$ cat config.mk
export PLATFORM = sky130hd
export DESIGN_NAME = vram_arbiter
export DESIGN_NICKNAME = d
export VERILOG_FILES = /design/src/rtl/vram_arb_pkg.sv /design/src/rtl/vram_arb_prio.sv /design/src/rtl/vram_arbiter.sv
export SDC_FILE = /design/constraint.sdc
export NUM_CORES = 1
export LEC_CHECK = 0
export ABC_AREA = 1
export CAP_MARGIN = 20
export CORE_MARGIN = 2
export CORE_UTILIZATION = 47
export CTS_BUF_LIST = sky130_fd_sc_hd__clkbuf_16
export DETAILED_ROUTE_END_ITERATION = 16
export GPL_TIMING_DRIVEN = 0
export PLACE_DENSITY = 0.81
export SLEW_MARGIN = 25
export SYNTH_ARGS = -nofsm -noshare
export SYNTH_HDL_FRONTEND = slang
export SYNTH_HIERARCHICAL = 1
export SYNTH_SLANG_ARGS = --single-unit
$ cat constraint.sdc
create_clock -name clk -period 3.3 [get_ports clk]
set_input_delay 0.33 -clock clk [delete_from_list [all_inputs] [get_ports clk]]
set_output_delay 0.33 -clock clk [all_outputs]
set_load 0.01 [all_outputs]
$ cat src/rtl/vram_arb_pkg.sv
// ============================================================================
// Module   : vram_arb_pkg
// Purpose  : Shared types and constants for the VRAM bus arbiter.
// Revision : 1.0 - initial release
// ============================================================================
`default_nettype none

package vram_arb_pkg;

    typedef enum logic [2:0] {
        IDLE   = 3'd0,
        ADDR   = 3'd1,
        STROBE = 3'd2,
        DONE   = 3'd3,
        BLOCK  = 3'd4
    } state_t;

    typedef enum logic [1:0] {
        GNT_NONE = 2'd0,
        GNT_PPU  = 2'd1,
        GNT_DMA  = 2'd2,
        GNT_CPU  = 2'd3
    } grant_t;

    localparam logic [7:0] BLOCKED_RDATA = 8'hFF;

    // Counter sized for the largest legal STROBE_CYCLES (7).
    localparam int STROBE_CYCLES_MAX = 7;
    localparam int STROBE_CNT_W      = $clog2(STROBE_CYCLES_MAX + 1);

endpackage : vram_arb_pkg

`default_nettype wire

$ cat src/rtl/vram_arb_prio.sv
// ============================================================================
// Module   : vram_arb_prio
// Purpose  : Combinational fixed-priority picker (PPU > DMA > CPU).
// Revision : 1.0 - initial release
// ============================================================================
`default_nettype none

module vram_arb_prio
    import vram_arb_pkg::*;
(
    input  logic   ppu_req,
    input  logic   dma_req,
    input  logic   cpu_req,
    input  logic   ppu_active,
    input  logic   lockout_en,
    output grant_t grant,
    output logic   blocked
);

    always_comb begin
        grant   = GNT_NONE;
        blocked = 1'b0;
        if (ppu_req) begin
            grant = GNT_PPU;
        end else if (dma_req) begin
            grant = GNT_DMA;
        end else if (cpu_req) begin
            grant   = GNT_CPU;
            blocked = lockout_en & ppu_active;
        end
    end

endmodule : vram_arb_prio

`default_nettype wire

$ cat src/rtl/vram_arbiter.sv
// ============================================================================
// Module   : vram_arbiter
// Purpose  : VRAM bus sequencer arbitrating PPU, OAM DMA and CPU accesses.
//            Optional CPU lockout during pixel transfer: VRAM_ARB_CPU_LOCKOUT_EN
// Revision : 1.0 - initial release
// ============================================================================
`default_nettype none

module vram_arbiter
    import vram_arb_pkg::*;
#(
    parameter int ADDR_W        = 13,
    parameter int DATA_W        = 8,
    parameter int STROBE_CYCLES = 2
) (
    input  logic              clk,
    input  logic              nreset,
    input  logic              ppu_active,
    input  logic              ppu_req,
    input  logic [ADDR_W-1:0] ppu_addr,
    output logic              ppu_ack,
    output logic [DATA_W-1:0] ppu_rdata,
    input  logic              dma_req,
    input  logic [ADDR_W-1:0] dma_addr,
    output logic              dma_ack,
    output logic [DATA_W-1:0] dma_rdata,
    input  logic              cpu_req,
    input  logic              cpu_we,
    input  logic [ADDR_W-1:0] cpu_addr,
    input  logic [DATA_W-1:0] cpu_wdata,
    output logic              cpu_ack,
    output logic [DATA_W-1:0] cpu_rdata,
    output logic [ADDR_W-1:0] ma,
    output logic [DATA_W-1:0] md_o,
    output logic              md_oe,
    input  logic [DATA_W-1:0] md_i,
    output logic              mcs,
    output logic              moe,
    output logic              mwr,
    output logic              busy
);

`ifdef VRAM_ARB_CPU_LOCKOUT_EN
    localparam logic c_lockout_en = 1'b1;
`else
    localparam logic c_lockout_en = 1'b0;
`endif

    state_t                  r_state, w_state_nx;
    grant_t                  r_grant, w_gnt;
    logic [STROBE_CNT_W-1:0] r_cnt;
    logic                    r_we, w_we_nx;
    logic                    w_arb, w_take, w_blocked, w_last;
    logic                    w_ppu_req, w_dma_req, w_cpu_req;
    logic [ADDR_W-1:0]       w_addr_sel;

    logic [ADDR_W-1:0]       r_ma;
    logic [DATA_W-1:0]       r_md_o, r_ppu_rdata, r_dma_rdata, r_cpu_rdata;
    logic                    r_md_oe, r_mcs, r_moe, r_mwr, r_busy;
    logic                    r_ppu_ack, r_dma_ack, r_cpu_ack;

    assign w_arb  = (r_state == IDLE) || (r_state == DONE);
    assign w_last = (r_state == STROBE) && (r_cnt == '0);

    // In DONE the finishing requester still holds req; mask it so it is not re-granted.
    assign w_ppu_req = w_arb & ppu_req & ~((r_state == DONE) && (r_grant == GNT_PPU));
    assign w_dma_req = w_arb & dma_req & ~((r_state == DONE) && (r_grant == GNT_DMA));
    assign w_cpu_req = w_arb & cpu_req & ~((r_state == DONE) && (r_grant == GNT_CPU));

    vram_arb_prio u_prio (
        .ppu_req    (w_ppu_req),
        .dma_req    (w_dma_req),
        .cpu_req    (w_cpu_req),
        .ppu_active (ppu_active),
        .lockout_en (c_lockout_en),
        .grant      (w_gnt),
        .blocked    (w_blocked)
    );

    assign w_take = (w_gnt != GNT_NONE) && !w_blocked;

    always_comb begin
        w_state_nx = r_state;
        w_we_nx    = w_take ? ((w_gnt == GNT_CPU) && cpu_we) : r_we;
        w_addr_sel = cpu_addr;
        case (w_gnt)
            GNT_PPU: w_addr_sel = ppu_addr;
            GNT_DMA: w_addr_sel = dma_addr;
            default: w_addr_sel = cpu_addr;
        endcase
        case (r_state)
            IDLE, DONE: begin
                if (w_blocked)   w_state_nx = BLOCK;
                else if (w_take) w_state_nx = ADDR;
                else             w_state_nx = IDLE;
            end
            ADDR:    w_state_nx = STROBE;
            STROBE:  if (w_last) w_state_nx = DONE;
            BLOCK:   w_state_nx = IDLE;
            default: w_state_nx = IDLE;
        endcase
    end

    // Bus outputs are decoded from the next state so every pin leaves a flop.
    always_ff @(posedge clk or negedge nreset) begin
        if (!nreset) begin
            r_state     <= IDLE;
            r_grant     <= GNT_NONE;
            r_cnt       <= '0;
            r_we        <= 1'b0;
            r_ma        <= '0;
            r_md_o      <= '0;
            r_md_oe     <= 1'b0;
            r_mcs       <= 1'b0;
            r_moe       <= 1'b0;
            r_mwr       <= 1'b0;
            r_busy      <= 1'b0;
            r_ppu_ack   <= 1'b0;
            r_dma_ack   <= 1'b0;
            r_cpu_ack   <= 1'b0;
            r_ppu_rdata <= '0;
            r_dma_rdata <= '0;
            r_cpu_rdata <= '0;
        end else begin
            r_state <= w_state_nx;
            if (r_state == ADDR)
                r_cnt <= STROBE_CNT_W'(STROBE_CYCLES - 1);
            else if ((r_state == STROBE) && (r_cnt != '0))
                r_cnt <= r_cnt - 1'b1;
            if (w_take) begin
                r_grant <= w_gnt;
                r_we    <= w_we_nx;
                r_ma    <= w_addr_sel;
                if (w_we_nx) r_md_o <= cpu_wdata;
            end
            r_mcs   <= (w_state_nx == ADDR) || (w_state_nx == STROBE);
            r_moe   <= (w_state_nx == STROBE) && !w_we_nx;
            r_mwr   <= (w_state_nx == STROBE) && w_we_nx;
            r_md_oe <= w_we_nx && ((w_state_nx == ADDR) || (w_state_nx == STROBE) ||
                                   (w_state_nx == DONE));
            r_busy  <= (w_state_nx != IDLE);
            r_ppu_ack <= w_last && (r_grant == GNT_PPU);
            r_dma_ack <= w_last && (r_grant == GNT_DMA);
            r_cpu_ack <= (w_last && (r_grant == GNT_CPU)) || w_blocked;
            if (w_last && !r_we) begin
                case (r_grant)
                    GNT_PPU: r_ppu_rdata <= md_i;
                    GNT_DMA: r_dma_rdata <= md_i;
                    GNT_CPU: r_cpu_rdata <= md_i;
                    default: ;
                endcase
            end
            if (w_blocked) r_cpu_rdata <= DATA_W'(BLOCKED_RDATA);
        end
    end

    assign ma        = r_ma;
    assign md_o      = r_md_o;
    assign md_oe     = r_md_oe;
    assign mcs       = r_mcs;
    assign moe       = r_moe;
    assign mwr       = r_mwr;
    assign busy      = r_busy;
    assign ppu_ack   = r_ppu_ack;
    assign dma_ack   = r_dma_ack;
    assign cpu_ack   = r_cpu_ack;
    assign ppu_rdata = r_ppu_rdata;
    assign dma_rdata = r_dma_rdata;
    assign cpu_rdata = r_cpu_rdata;

endmodule : vram_arbiter

`default_nettype wire

==> summary.md, run 1 <==
| Metric | Value |
|---|---|
| Status | `complete, no violations` |
| DRT iter0 DRCs | `~130` |
| Cells after Synth | `338` |
| Worst-path cell chain | `inv_2 > nand2_2 > nand2_1 > inv_1 > nand2_1 > nor2_1 > nor2_1 > nor2_1 > inv_1 > ha_1 > buf_2 > clkbuf_1 > o211ai_1 > nand2_1` |
| Port Buf Inserts | `roughly 110` |
| Slowest CP cell | `dfrtp_1` |
| Synth Register Bits | `slightly above 60` |
| Crit. End Element | `flop` |
| Pint | `about 2.8 mW` |
| Initial Utilization | `0.478` |
| Peak supply drop | `around 570 uV` |
| Dpl cell area | `0.00424 sq mm` |
| Sequential fraction of the synthesis area | `0.520` |
| Die footprint | `around 0.007 sq mm` |
| Syn_nets | `roughly 410` |
| Clock sink total | `between 60 and 70` |
| GP Congestion | `0.822` |
| I/O pin cnt | `approximately 120` |
| PD cells | `about 1000 mW/mm^2` |
| Switching Share | `0.389` |
| DRC errors left | `0` |
| Grt met1 use | `0.259` |
| Synth area leaders | `dfrtp_1 (52%), nand2_1 (12%), o21ai_2 (7.3%)` |
| Share of layout cells above drive strength 1 | `0.138` |
| Total gr overflow | `0` |
| Synth Area per Inst | `just under 9 sq um` |
| Initial antenna violation count | `0` |
| Crit path launch type | `flop` |
| Final Hold Vio Count | `0` |
| Fin area | `~0.0045 sq mm` |
| Clock power share | `0.199` |
| Worst hold path class | `in -> async` |
| Clock Path Buffers | `2` |
| Synth cell count leaders | `nand2_1 (94), dfrtp_1 (62), nand3_1 (36)` |
| Via density | `4.92` |
| Leakage power total | `between 2 and 2.5 nW` |
| Net load switching power | `around 1.8 mW` |
| Max Clock Freq | `381 MHz` |
| Maximum net fanout on the critical path | `10` |
| GRT met3 Usage | `0.0623` |
| Vias | `about 2.7k` |
| CTS H-tree lvls | `3` |
| Combinational power share | `0.520` |
| Gr busiest metal | `met2` |
| Post-synth design cell area | `around 0.0030 sq mm` |
| FP Rows | `29` |
| Clk_lat worst skew | `around 0.32 ns` |
| Number of global-route vias before repair | `about 2.7k` |
| Final Slew Violations | `0` |
| Worst-path clk slew | `0.05 ns` |
| Pin count of the biggest net entering global routing | `35` |
| First-pass iteration count of the detailed router | `4` |
| Critical Path AT | `about 2.9 ns` |
| Yosys top cell area share | `0.520` |
| Final Worst Setup Slack | `0.677 ns` |
| Count leader, synth | `nand2_1` |
| Layout area overhead | `52.1%` |
| FILL cells | `around 470` |
| CP required | `3.56 ns` |
| RSZ-0062 raised after global routing | `no` |
| Die Y-Extent | `between 80 and 90 microns` |
| Root Buffer | `clkbuf_16` |
| Final period util | `0.795` |
| Clock Skews | `between 0.002 and 0.003 ns` |
| Max-cap violations | `0` |
| Synth Flop Type | `dfrtp_1` |
| DR WL/cell | `around 13 microns` |
| NumNets Final | `between 500 and 600` |
| Total GRT Usage | `0.221` |
| Min cycle time layout | `2.62 ns` |
| Asr flop ratio synth | `1.00` |
| First-pass GRT wire length | `12400 microns` |
| Setup tns final | `0 ns` |
| Netlist cell types | `22` |
| Die extent in x | `83.7 microns` |
| ANT nets after route | `0` |
| # placed instances | `530` |
| Dpl ws | `0.682 ns` |
| Final setup violating endpoints | `0` |
| Part of the power in registers | `0.281` |
| Diodes inserted | `0` |
| Post-Route WL | `7290 microns` |
| CP peak stage delay | `roughly 0.42 ns` |
| Ys Warns | `6` |
| CTS resizes | `0` |
| EDFF count, synth | `0` |
| Core footprint | `between 0.006 and 0.007 sq mm` |
| Post-DP HPWL | `between 5000 and 6000 microns` |
| Pwr Total | `~4.6 mW` |
| Post-Layout Cell Count | `547` |
| CTS buffer count | `9` |
| Met2 usage | `0.385` |
| TritonCTS clock tree | `yes` |
| Setup CP Type | `reg -> reg` |
| Yosys top cell by area | `dfrtp_1` |
-- critical path, delay by kind of cell (launching register included) --
kind / cells / cell delay (ns)
and+or+nand+nor: 7 / 0.88
buffers and inverters: 5 / 0.80
DFF: 1 / 0.42
adders and majority gates: 1 / 0.28
AOI/OAI and AO/OA: 1 / 0.17
-- layout by cell type (no fill, tap or decap), drive strengths merged --
master	count
clkdlybuf4s50	113
nand2	98
dfrtp	62
o21ai	48
nand3	40
inv	37
nor2	17
clkbuf	15
o211ai	13
buf	10
ha	6
clkinv	5
nor2b	1
a21oi	1
clkinvlp	1
bufinv	1
dlygate4sd3	1
conb	1
-- repair_timing --
item / in CTS / in global routing
buffers inserted: 0 / 0
endpoints found under the hold margin: 28 / 0
hold buffers: 1 / 0
-- flip-flops by register name, indices dropped and copies added (netlist names), 2 cells and up --
register,count
cpu_rdata,8
r_state,3
md_o,8
r_grant,2
ppu_rdata,8
dma_rdata,8
r_cnt,3
ma,13
-- layer usage --
| layer | share of wire | vias up | routed length, microns |
|---|---|---|---|
| met5 | 0 | - | 0 |
| met1 | 0.41 | 1240 | 2980 |
| met3 | 0.066 | 15 | 484 |
| met2 | 0.50 | 81 | 3680 |
| met4 | 0.020 | 0 | 146 |
| li1 | - | 1354 | - |
-- stage by stage --
| stage | hold slack [ns] | utilization |
|---|---|---|
| 2_1_floorplan | 0.0344 | - |
| 5_1_grt | 0.499 | 0.727 |
| 3_3_place_gp | 0.465 | 0.676 |
| 3_5_place_dp | 0.281 | 0.679 |
| 6_report | 0.476 | 0.727 |
| 4_1_cts | 0.479 | 0.727 |
-- cells by family after synthesis --
family,Yosys count,synth area share
other cells,1,0.00126
compound gates,62,0.146
simple gates,156,0.233
fa+ha+maj,6,0.0252
flops,62,0.520
buf+inv,51,0.0742
-- path summary, 6_finish.rpt --
check                        startpoint           end  slack (ns)  cells past startpoint
min in group clk           dma_rdata[7]  dma_rdata[7]        0.48                      2
max                          r_state[0]         ma[8]        0.68                     14
max reg2reg                  r_state[0]         ma[8]        0.68                     14
max in group asynchronous        nreset         ma[7]        2.32                      3
min                              nreset  ppu_rdata[5]        0.48                      2
min reg2reg                dma_rdata[7]  dma_rdata[7]        0.48                      2
-- cell type report --
class	instances	area, sq um	area share
clock inverter	7	65.1	0.0143
multi-input combinational	225	1210	0.267
sequential	62	1550	0.342
tap	77	96.3	0.0212
clock buffer	9	225	0.0496
buffer	14	82.6	0.0182
inverter	37	139	0.0306
timing repair buffer	116	1170	0.257
-- power groups by stage --
stage                     combinational (mW)  clock [mW]  sequential (mW)
after floorplan                         1.27           0             1.41
after global placement                  2.30           0             1.28
after detailed placement                2.37           0             1.29
after CTS                               2.40       0.923             1.28
after global routing                    2.61       0.966             1.33
final                                   2.37       0.907             1.28
No activity file was read; power rests on OpenSTA's default activity.
==> inputs of run 2 (changes only) <==
--- a/config.mk
+++ b/config.mk
@@ -8,11 +8,11 @@
 export ABC_AREA = 1
 export CAP_MARGIN = 20
 export CORE_MARGIN = 2
-export CORE_UTILIZATION = 47
+export CORE_UTILIZATION = 40
 export CTS_BUF_LIST = sky130_fd_sc_hd__clkbuf_16
 export DETAILED_ROUTE_END_ITERATION = 16
 export GPL_TIMING_DRIVEN = 0
-export PLACE_DENSITY = 0.81
+export PLACE_DENSITY = 0.73
 export SLEW_MARGIN = 25
 export SYNTH_ARGS = -nofsm -noshare
 export SYNTH_HDL_FRONTEND = slang
==> constraint.sdc (replaced) <==
create_clock -name clk -period 2.35 [get_ports clk]
set_input_delay 0.235 -clock clk [delete_from_list [all_inputs] [get_ports clk]]
set_output_delay 0.235 -clock clk [all_outputs]
set_load 0.01 [all_outputs]
==> summary.md, run 2 (synthesized netlist as in run 1, its figures left out) <==
| Metric | Value |
|---|---|
| I/O pin cnt | `between 100 and 150` |
| Crit. End Element | `flop` |
| Clock Path Buffers | `2` |
| Combinational power share | `0.527` |
| TritonCTS clock tree | `yes` |
| Peak supply drop | `about 640 uV` |
| Leakage power total | `approximately 2.2 nW` |
| Maximum net fanout on the critical path | `10` |
| Dpl ws | `-0.173 ns` |
| Total gr overflow | `0` |
| Total GRT Usage | `0.195` |
| CP required | `2.55 ns` |
| Storage cell area | `0.00155 sq mm` |
| Number of global-route vias before repair | `between 2k and 3k` |
| Port Buf Inserts | `roughly 110` |
| Die extent in x | `around 90 microns` |
| DRC errors left | `0` |
| DRT iter0 DRCs | `130` |
| Part of the power in registers | `0.259` |
| Vias | `~2.8k` |
| Core footprint | `0.00725 sq mm` |
| Worst-path clk slew | `0.05 ns` |
| Clock sink total | `62` |
| First-pass iteration count of the detailed router | `4` |
| Most frequent cells in the layout | `clkdlybuf4s50_1 (113), nand2_1 (92), dfrtp_1 (62)` |
| PD cells | `approximately 1500 mW/mm^2` |
| Root Buffer | `clkbuf_16` |
| Pint | `between 4 and 5 mW` |
| Max FFs per register | `13` |
| Setup CP Type | `reg -> reg` |
| Post-DP HPWL | `approximately 5700 microns` |
| Share of layout cells above drive strength 1 | `0.177` |
| NumNets Final | `537` |
| Final Worst Setup Slack | `between 0.15 and 0.2 ns` |
| Status | `complete, no violations` |
| Initial Utilization | `0.411` |
| Pin count of the biggest net entering global routing | `36` |
| Clk_lat worst skew | `between 0.3 and 0.4 ns` |
| Pwr Total | `6.95 mW` |
| Die Y-Extent | `roughly 90 microns` |
| Dpl cell area | `0.00427 sq mm` |
| CTS H-tree lvls | `3` |
| Max-cap violations | `0` |
| RSZ-0062 raised after global routing | `no` |
| Diodes inserted | `0` |
| Clock Skews | `between 0.007 and 0.008 ns` |
| Fin area | `0.00475 sq mm` |
| Net load switching power | `approximately 2.6 mW` |
| Via density | `4.83` |
| Most common cell after layout, fill and taps aside | `clkdlybuf4s50_1` |
| FP Rows | `31` |
| Critical Path AT | `roughly 2.4 ns` |
| CTS buffer count | `9` |
| Final period util | `0.924` |
| Max Clock Freq | `461 MHz` |
| Initial antenna violation count | `0` |
| Crit path launch type | `flop` |
| Min cycle time layout | `2.17 ns` |
| Clock power share | `0.213` |
| ANT nets after route | `0` |
| GP Congestion | `roughly 0.81` |
| DR WL/cell | `~13 microns` |
| Die footprint | `0.00817 sq mm` |
| # placed instances | `approximately 550` |
| Post-Route WL | `approximately 7600 microns` |
| Post-Layout Cell Count | `~570` |
| Final setup violating endpoints | `0` |
| First-pass GRT wire length | `around 13000 microns` |
| Switching Share | `0.373` |
| Layout area overhead | `59.2%` |
| Final Hold Vio Count | `0` |
| Final Slew Violations | `0` |
| FILL cells | `about 600` |
| Multi-input gate area | `0.00129 sq mm` |
| Worst hold path class | `in -> async` |
run 2: cell types whose count changed in the layout (fill, tap and decap cells not counted), sizes merged:
| cell | previous run | this run |
|---|---|---|
| clkinv | 5 | 3 |
| clkinvlp | 1 | 0 |
| bufinv | 1 | 3 |
| buf | 10 | 14 |
| inv | 37 | 38 |
run 2: layer usage:
layer / up-vias / track usage / routed length (microns)
li1: 1356 / - / -
met1: 1310 / 0.239 / 3240
met2: 94 / 0.326 / 3740
met3: 8 / 0.0593 / 552
met4: 0 / 0.0705 / 80
met5: - / 0 / 0
run 2: final cells by class:
cell class	count	area share
multi-input combinational	225	0.271
timing repair buffer	121	0.254
inverter	37	0.0292
clock buffer	9	0.0474
clock inverter	7	0.0234
sequential	62	0.327
buffer	13	0.0224
tap	99	0.0261
run 2: per-stage QoR:
step                      setup TNS [ns]   util  hold slack [ns]
final                                  0  0.655            0.364
after global routing                   0  0.655            0.407
after CTS                              0  0.643            0.377
after detailed placement           -2.66  0.588            0.174
after global placement            -59.57  0.586            0.466
after floorplan                        0      -          -0.0606
run 2: final timing paths:
check | from | to | slack [ns] | cells after the start
worst max register to register | r_state[2] | ma[6] | 0.18 | 14
worst max-delay path | r_state[2] | ma[6] | 0.18 | 14
worst min register to register | ppu_rdata[0] | ppu_rdata[0] | 0.48 | 2
worst min-delay path | nreset | dma_rdata[3] | 0.36 | 2
min in group clk | cpu_wdata[7] | md_o[7] | 0.46 | 3
max in group asynchronous | nreset | r_grant[1] | 1.49 | 3
run 2: power by group through the flow:
| stage | Clock [mW] | Sequential [mW] | Combinational [mW] |
|---|---|---|---|
| after floorplan | 0 | 1.98 | 1.78 |
| after global placement | 0 | 1.80 | 3.25 |
| after detailed placement | 0 | 1.81 | 3.33 |
| after CTS | 1.51 | 1.81 | 3.47 |
| after global routing | 1.54 | 1.86 | 4.06 |
| final | 1.48 | 1.80 | 3.66 |
run 2: what timing repair did:
item	4_1_cts	5_1_grt
endpoints found under the hold margin	27	0
hold buffers	1	0
buffers inserted	1	4
resized for setup	13	26
pin swaps	0	3
endpoints found under the setup margin	26	30
run 2: worst max-delay path: stages, from the launching register on:
cell	delay, ns
dfrtp_1	0.38
inv_2	0.14
nand3_1	0.17
o21ai_2	0.23
nor2_4	0.05
inv_2	0.05
nand2_2	0.06
nand2_2	0.09
inv_1	0.09
ha_1	0.26
clkbuf_4	0.20
nand2_1	0.07
nand3_1	0.07
o211ai_1	0.09
nand2_1	0.08
